### config.mk
export PLATFORM = sky130hd
export DESIGN_NAME = tdm_demux_flat
export DESIGN_NICKNAME = d
export VERILOG_FILES = /design/src/rtl/tdm_demux_if.sv /design/src/rtl/tdm_demux.sv /design/src/flat_wrapper.sv
export SDC_FILE = /design/constraint.sdc
export NUM_CORES = 1
export LEC_CHECK = 0
export ABC_AREA = 1
export CORE_MARGIN = 2
export CORE_UTILIZATION = 40
export DETAILED_ROUTE_END_ITERATION = 8
export PLACE_DENSITY = 0.68
export SLEW_MARGIN = 40
export SYNTH_ARGS = -nofsm -noshare
export SYNTH_HDL_FRONTEND = slang
export SYNTH_SLANG_ARGS = --single-unit
### constraint.sdc
create_clock -name clk -period 2.63 [get_ports clk]
set_clock_uncertainty 0.2 [all_clocks]
set_input_delay 0.526 -clock clk [delete_from_list [all_inputs] [get_ports clk]]
set_output_delay 0.526 -clock clk [all_outputs]
set_load 0.01 [all_outputs]
### src/rtl/tdm_demux_if.sv
// TDM stream bundle: sample/valid/frame-sync from the source, per-channel
// registers and framing status back from the demultiplexer.
interface tdm_demux_if #(
  parameter int NCH = 4,
  parameter int W   = 8
);
  logic [W-1:0]     din;
  logic             din_valid;
  logic             fsync;
  logic [NCH*W-1:0] dout;
  logic [NCH-1:0]   ch_stb;
  logic             frame_done;
  logic             locked;
  logic             sync_err;

  modport master (
    output din, din_valid, fsync,
    input  dout, ch_stb, frame_done, locked, sync_err
  );

  modport slave (
    input  din, din_valid, fsync,
    output dout, ch_stb, frame_done, locked, sync_err
  );
endinterface

### src/rtl/tdm_demux.sv
// TDM demultiplexer: routes each sample of a framed stream to its channel register.
// Define TDM_DEMUX_FRAME_LATCH_EN to publish whole frames atomically via a shadow bank.
module tdm_demux #(
  parameter int NCH = 4,
  parameter int W   = 8
) (
  input logic         clk,
  input logic         rst_n,
  tdm_demux_if.slave  bus
);
  localparam int CW = $clog2(NCH);

  typedef enum logic {HUNT, LOCKED} state_t;

  state_t           state_q, state_d;
  logic [CW-1:0]    cnt_q, cnt_d;
  logic [NCH*W-1:0] dout_q, dout_d;
  logic [NCH-1:0]   chStb_q, chStb_d;
  logic             frameDone_q, frameDone_d;
  logic             syncErr_q, syncErr_d;
  logic             wrEn;
  logic [CW-1:0]    wrIdx;

  always_comb begin
    state_d     = state_q;
    cnt_d       = cnt_q;
    wrEn        = 1'b0;
    frameDone_d = 1'b0;
    syncErr_d   = 1'b0;
    wrIdx       = bus.fsync ? '0 : cnt_q;
    if (bus.din_valid) begin
      case (state_q)
        HUNT: begin
          if (bus.fsync) begin
            wrEn    = 1'b1;
            cnt_d   = CW'(1);
            state_d = LOCKED;
          end
        end
        LOCKED: begin
          if (bus.fsync) begin
            // An early sync abandons the partial frame but keeps lock.
            wrEn      = 1'b1;
            cnt_d     = CW'(1);
            syncErr_d = (cnt_q != '0);
          end else if (cnt_q == '0) begin
            syncErr_d = 1'b1;
            state_d   = HUNT;
          end else begin
            wrEn = 1'b1;
            if (cnt_q == CW'(NCH - 1)) begin
              cnt_d       = '0;
              frameDone_d = 1'b1;
            end else begin
              cnt_d = cnt_q + CW'(1);
            end
          end
        end
        default: state_d = HUNT;
      endcase
    end
  end

`ifdef TDM_DEMUX_FRAME_LATCH_EN
  logic [NCH*W-1:0] shadow_q, shadow_d;

  always_comb begin
    shadow_d = shadow_q;
    if (wrEn) shadow_d[int'(wrIdx)*W +: W] = bus.din;
    // The closing sample goes straight through so the frame publishes in one cycle.
    dout_d  = frameDone_d ? shadow_d : dout_q;
    chStb_d = frameDone_d ? '1 : '0;
  end

  always_ff @(posedge clk) begin
    if (!rst_n) shadow_q <= '0;
    else        shadow_q <= shadow_d;
  end
`else
  always_comb begin
    dout_d = dout_q;
    if (wrEn) dout_d[int'(wrIdx)*W +: W] = bus.din;
    chStb_d = wrEn ? (NCH'(1) << wrIdx) : '0;
  end
`endif

  always_ff @(posedge clk) begin
    if (!rst_n) begin
      state_q     <= HUNT;
      cnt_q       <= '0;
      dout_q      <= '0;
      chStb_q     <= '0;
      frameDone_q <= 1'b0;
      syncErr_q   <= 1'b0;
    end else begin
      state_q     <= state_d;
      cnt_q       <= cnt_d;
      dout_q      <= dout_d;
      chStb_q     <= chStb_d;
      frameDone_q <= frameDone_d;
      syncErr_q   <= syncErr_d;
    end
  end

  assign bus.dout       = dout_q;
  assign bus.ch_stb     = chStb_q;
  assign bus.frame_done = frameDone_q;
  assign bus.sync_err   = syncErr_q;
  assign bus.locked     = (state_q == LOCKED);
endmodule
### src/flat_wrapper.sv
// flat-port wrapper written by rule: the top's interface ports become plain ports
module tdm_demux_flat 
#(
  parameter int NCH = 4,
  parameter int W   = 8
)
  (clk, rst_n, bus_din, bus_din_valid, bus_fsync, bus_dout, bus_ch_stb, bus_frame_done, bus_locked, bus_sync_err);
  tdm_demux_if #(.NCH(NCH), .W(W)) bus_i ();
  input logic clk;
  input logic rst_n;
  input wire logic [$bits(bus_i.din)-1:0] bus_din;
  input wire logic [$bits(bus_i.din_valid)-1:0] bus_din_valid;
  input wire logic [$bits(bus_i.fsync)-1:0] bus_fsync;
  output wire logic [$bits(bus_i.dout)-1:0] bus_dout;
  output wire logic [$bits(bus_i.ch_stb)-1:0] bus_ch_stb;
  output wire logic [$bits(bus_i.frame_done)-1:0] bus_frame_done;
  output wire logic [$bits(bus_i.locked)-1:0] bus_locked;
  output wire logic [$bits(bus_i.sync_err)-1:0] bus_sync_err;
  assign bus_i.din = bus_din;
  assign bus_i.din_valid = bus_din_valid;
  assign bus_i.fsync = bus_fsync;
  assign bus_dout = bus_i.dout;
  assign bus_ch_stb = bus_i.ch_stb;
  assign bus_frame_done = bus_i.frame_done;
  assign bus_locked = bus_i.locked;
  assign bus_sync_err = bus_i.sync_err;
  tdm_demux #(.NCH(NCH), .W(W)) u_core (.clk(clk), .rst_n(rst_n), .bus(bus_i));
endmodule
# Word-level counts from Yosys, hierarchy flattened
# Index checks and enable logic that the tools add are counted.
[classes]
n_addsub = 2
n_eq_ne = 3
shift = 3
muxes = 15
n_bitwise = 3
reduce_logical = 6
[ops]
columns = ["op", "count"]
rows = [
  ["$neg A5 Y33", 1],
  ["$shift A8 B33 Y32 const A", 1],
  ["$shiftx A8 B33 Y32", 1],
  ["$bwmux W32", 1],
  ["$mux W2", 5],
  ["$mux W1", 7],
  ["$reduce_and A3 Y1", 2],
  ["$reduce_or A5 Y1", 1],
  ["$pmux W2 S2", 1],
  ["$shl A1 B2 Y4 const A", 1],
  ["$ne A3 B3 Y1 const B", 1],
  ["$not A1 Y1", 3],
  ["$add A2 B1 Y2 const B", 1],
  ["$eq A2 B2 Y1 const B", 1],
  ["$logic_not A2 Y1", 1],
  ["$ne A2 B2 Y1 const B", 1],
  ["$pmux W1 S2", 1],
  ["$reduce_and A2 Y1", 1],
  ["$reduce_bool A2 Y1", 1],
]
[word_totals]
register_bits = 41
out_inout_bits = 39
elab_cells = 38

# Longest topological paths before layout
[depth]
ltp_word = 6
mapped_depth = 11
ltp_nobuf = 11

# Least setup slack after synthesis
# No wires, ideal clock.
[synth_path]
path_type = "input port to flip-flop"
from = "input port bus_fsync"
to = "register u_core.dout_q[27], in the netlist u_core.bus.dout[27]"
setup_ns = 0.064
arrival_ns = 1.672
setup_slack_ns = 0.694
stages = 8
n_path_buf = 1
cell_sequence = "inv_2 -> nand2_2 -> ha_1 -> clkbuf_1 -> inv_1 -> nor2_1 -> nor2_1 -> nor2_1"
[synth_via]
elab_chain_cells = 4
elab_cells_between_ends = 9
classes_between = "add/sub: 1; shift: 2; mux: 6"
[synth_lines]
columns = ["item", "line_no", "rtl"]
rows = [
  ["from (decl)", "flat_wrapper.sv:13", "input wire logic [$bits(bus_i.fsync)-1:0] bus_fsync;"],
  ["$mux W2", "tdm_demux.sv:30", "wrIdx = bus.fsync ? '0 : cnt_q;"],
  ["$neg A5 Y33", "tdm_demux.sv:82", "if (wrEn) dout_d[int'(wrIdx)*W +: W] = bus.din;"],
  ["$shiftx A8 B33 Y32 / $shift A8 B33 Y32 (equally long branches)", "tdm_demux.sv:82", ""],
  ["$bwmux W32", "tdm_demux.sv:82", ""],
  ["to (signal assigned)", "tdm_demux.sv:98", "dout_q <= dout_d;"],
  ["to (decl)", "tdm_demux.sv:17", "logic [NCH*W-1:0] dout_q, dout_d;"],
]
# Parallel ways exist; a longest one is shown, timed or not.
# A chain may end at the register's enable or synchronous reset.

# Worst setup path after layout
[layout_path]
from = "input port bus_fsync"
to = "register u_core.dout_q[8], in the netlist u_core.bus.dout[8]"
# Same word-level chain as after synthesis.

==> impl_metrics.toml <==
[routing]
route.detailed.drc = 0
drt-total-wl_um = 4370
drt_iter0_drc = 73
dr_total_vias = 1846
drt_pre_antenna_iters = 4
routedWlPerCell_um = 10.1
ant_nets = 0
vias_per_cell = 4.25

[layout]
design_area_mm2 = 0.00268
syn2layout_area_growth_pct = 35.4
num_antenna_cells = 0
fin_nets = 383
final_common_cell = "nor2_1"
fin_cells = 434
n_fill_cell = 493
drive_above_1_share = 0.0708
layout.cells.most_common_list = "95 x nor2_1, 85 x nand2_1, 50 x clkdlybuf4s50_1"
fin_util = 0.563

[global_route]
gr-total-overflow = 0
grt_pass1_vias = 1675
track_usage = 0.174
antenna_found_initial = 0
grt_max_degree = 20
grt_pass1_wl_um = 7440

[cts]
clock_sinks = 41
cts_buffers = 5
cts_tree = "yes"
root_buffer = "clkbuf_8"
clk_path_buf_depth = 2
cts_max_level = 2
cts_resized = 0
cts_hold_buffers = 0
clk_latency_ps = 290
postCtsSetupBuffers = 0
path_clk_slew_ps = 80

[sta]
layout_min_cycle_time_ps = 2270
max-slew-margin-rel = 0.682
finalSetupViolCount = 0
fmax_mhz = 441
rsz0062_at_grt = "no"
tns_ps = 0
worst_pin_slew_ps = 475
setup_slack_ps = 363
hold_viol = 0
drv_slew = 0
period_share = 0.862
whs_ps = 284

[critical_path]
required_ps = 2670
cp_max_fo = 6
worstPathArrival_ps = 2300
r2r_slack_ps = 560
start_kind = "input port"
end_kind = "register"
criticalPathCategory = "in2reg"

[outcome]
outcome = "completed"

[worst_hold_path]
min_path_type = "reg2reg"

[synthesis]
synth_edf_count = 0
yosys-top-cells-area = "dfxtp_1 42%, nor2_1 18%, nand2_1 16%, inv_1 7.6%, nand3_1 3.5%"
synthCells = 310
ys_ff_latch = 41
synthesis.nets = 327
syn_area_mm2 = 0.00198
yosys.area.top_type = "dfxtp_1"
ys_seq_area_frac = 0.415
yosys_warnings = 0
syn_area_per_cell_um2 = 6.37
synth_top_area_frac = 0.415
async_flop_share = 0
synth_flop_cell = "dfxtp_1"
synth.distinct_cells = 20

[die]
ioPinCount = 51
die-area_mm2 = 0.00552
die_h_um = 74.3
start_util = 0.416
fp-row-count = 25
coreArea_mm2 = 0.00475
die_w_um = 74.3

[power]
vdd_drop_max_mv = 0.303
seqPwrFrac = 0.472
power.total_mw = 1.40
power_density_mw_per_mm2 = 522
p_leak_nw = 1.35
clock_power_share = 0.373
swShare = 0.248
power.switching_uw = 346
power_frac_comb = 0.155
p_int_mw = 1.05

[placed_design]
gp_congestion = 0.817
portBuffers = 50
pre_cts_slack_ps = 61.5
hpwl_um = 3310
place_area_mm2 = 0.00256
dp.cells = 426

[job]
maxCapViolCount = 0
==> sequential cells by signal, indices dropped and copies added (netlist names) <==
name                   count
u_core.bus.frame_done      1
u_core.bus.sync_err        1
u_core.bus.dout           32
u_core.cnt_q               2
u_core.bus.locked          1
u_core.bus.ch_stb          4
==> synth_stat cells (2+ instances only) <==
cell type  count
dfxtp_1       41
nor2_1        95
ha_1           5
inv_1         40
inv_2          2
nand3_1       14
nand2_4        3
o21ai_0        3
clkbuf_1       3
buf_6          3
nand2_1       85
nor2_2         4
nor3_1         5
==> final cells by class <==
cell class	instances	area, um^2	area share
Inverter	42	158	0.0589
Clock buffer	7	86.3	0.0323
Multi-Input combinational cell	218	936	0.350
Tap cell	67	83.8	0.0313
Timing Repair Buffer	58	561	0.210
Sequential cell	41	821	0.307
Clock inverter	1	30.0	0.0112
==> metal layers <==
metal,vias to the layer above,part of all wire,global-route usage
li1,1024,-,-
met1,771,0.51,0.237
met3,8,0.049,0.0461
met4,0,0.017,0.0595
met2,43,0.42,0.267
met5,-,0,0
==> power by group through the flow <==
stage	registers (mW)	logic (mW)	clock network [mW]
after global placement	0.673	0.214	0
after global routing	0.662	0.243	0.554
after floorplan	0.682	0.114	0
after detailed placement	0.674	0.215	0
final	0.659	0.216	0.521
after CTS	0.659	0.216	0.530
==> worst paths after layout <==
check | start | to | cells after the start
worst max-delay path | bus_fsync | u_core.bus.dout[8] | 11
worst min register to register | u_core.bus.dout[5] | u_core.bus.dout[5] | 2
worst min-delay path | u_core.bus.dout[5] | u_core.bus.dout[5] | 2
worst max register to register | u_core.cnt_q[0] | u_core.bus.dout[20] | 11
==> logic make-up after synthesis <==
kind of cell,Yosys count,synth area share
AND/OR/NAND/NOR,209,0.432
buffers and inverters,51,0.111
adder cells (fa/ha/maj),5,0.0317
flip-flops,41,0.415
AO/OA/AOI/OAI,4,0.0101
==> critical path: stages <==
cell             delay [ps]
clkdlybuf4s50_1         480
nor2_1                  270
inv_1                   120
ha_1                    230
inv_1                   140
nand2_1                 110
inv_1                    70
nand2_1                  70
nor2_1                  130
nor2_1                   50
nor2_1                  100
Note: power is estimated with default switching activity, not from simulation.
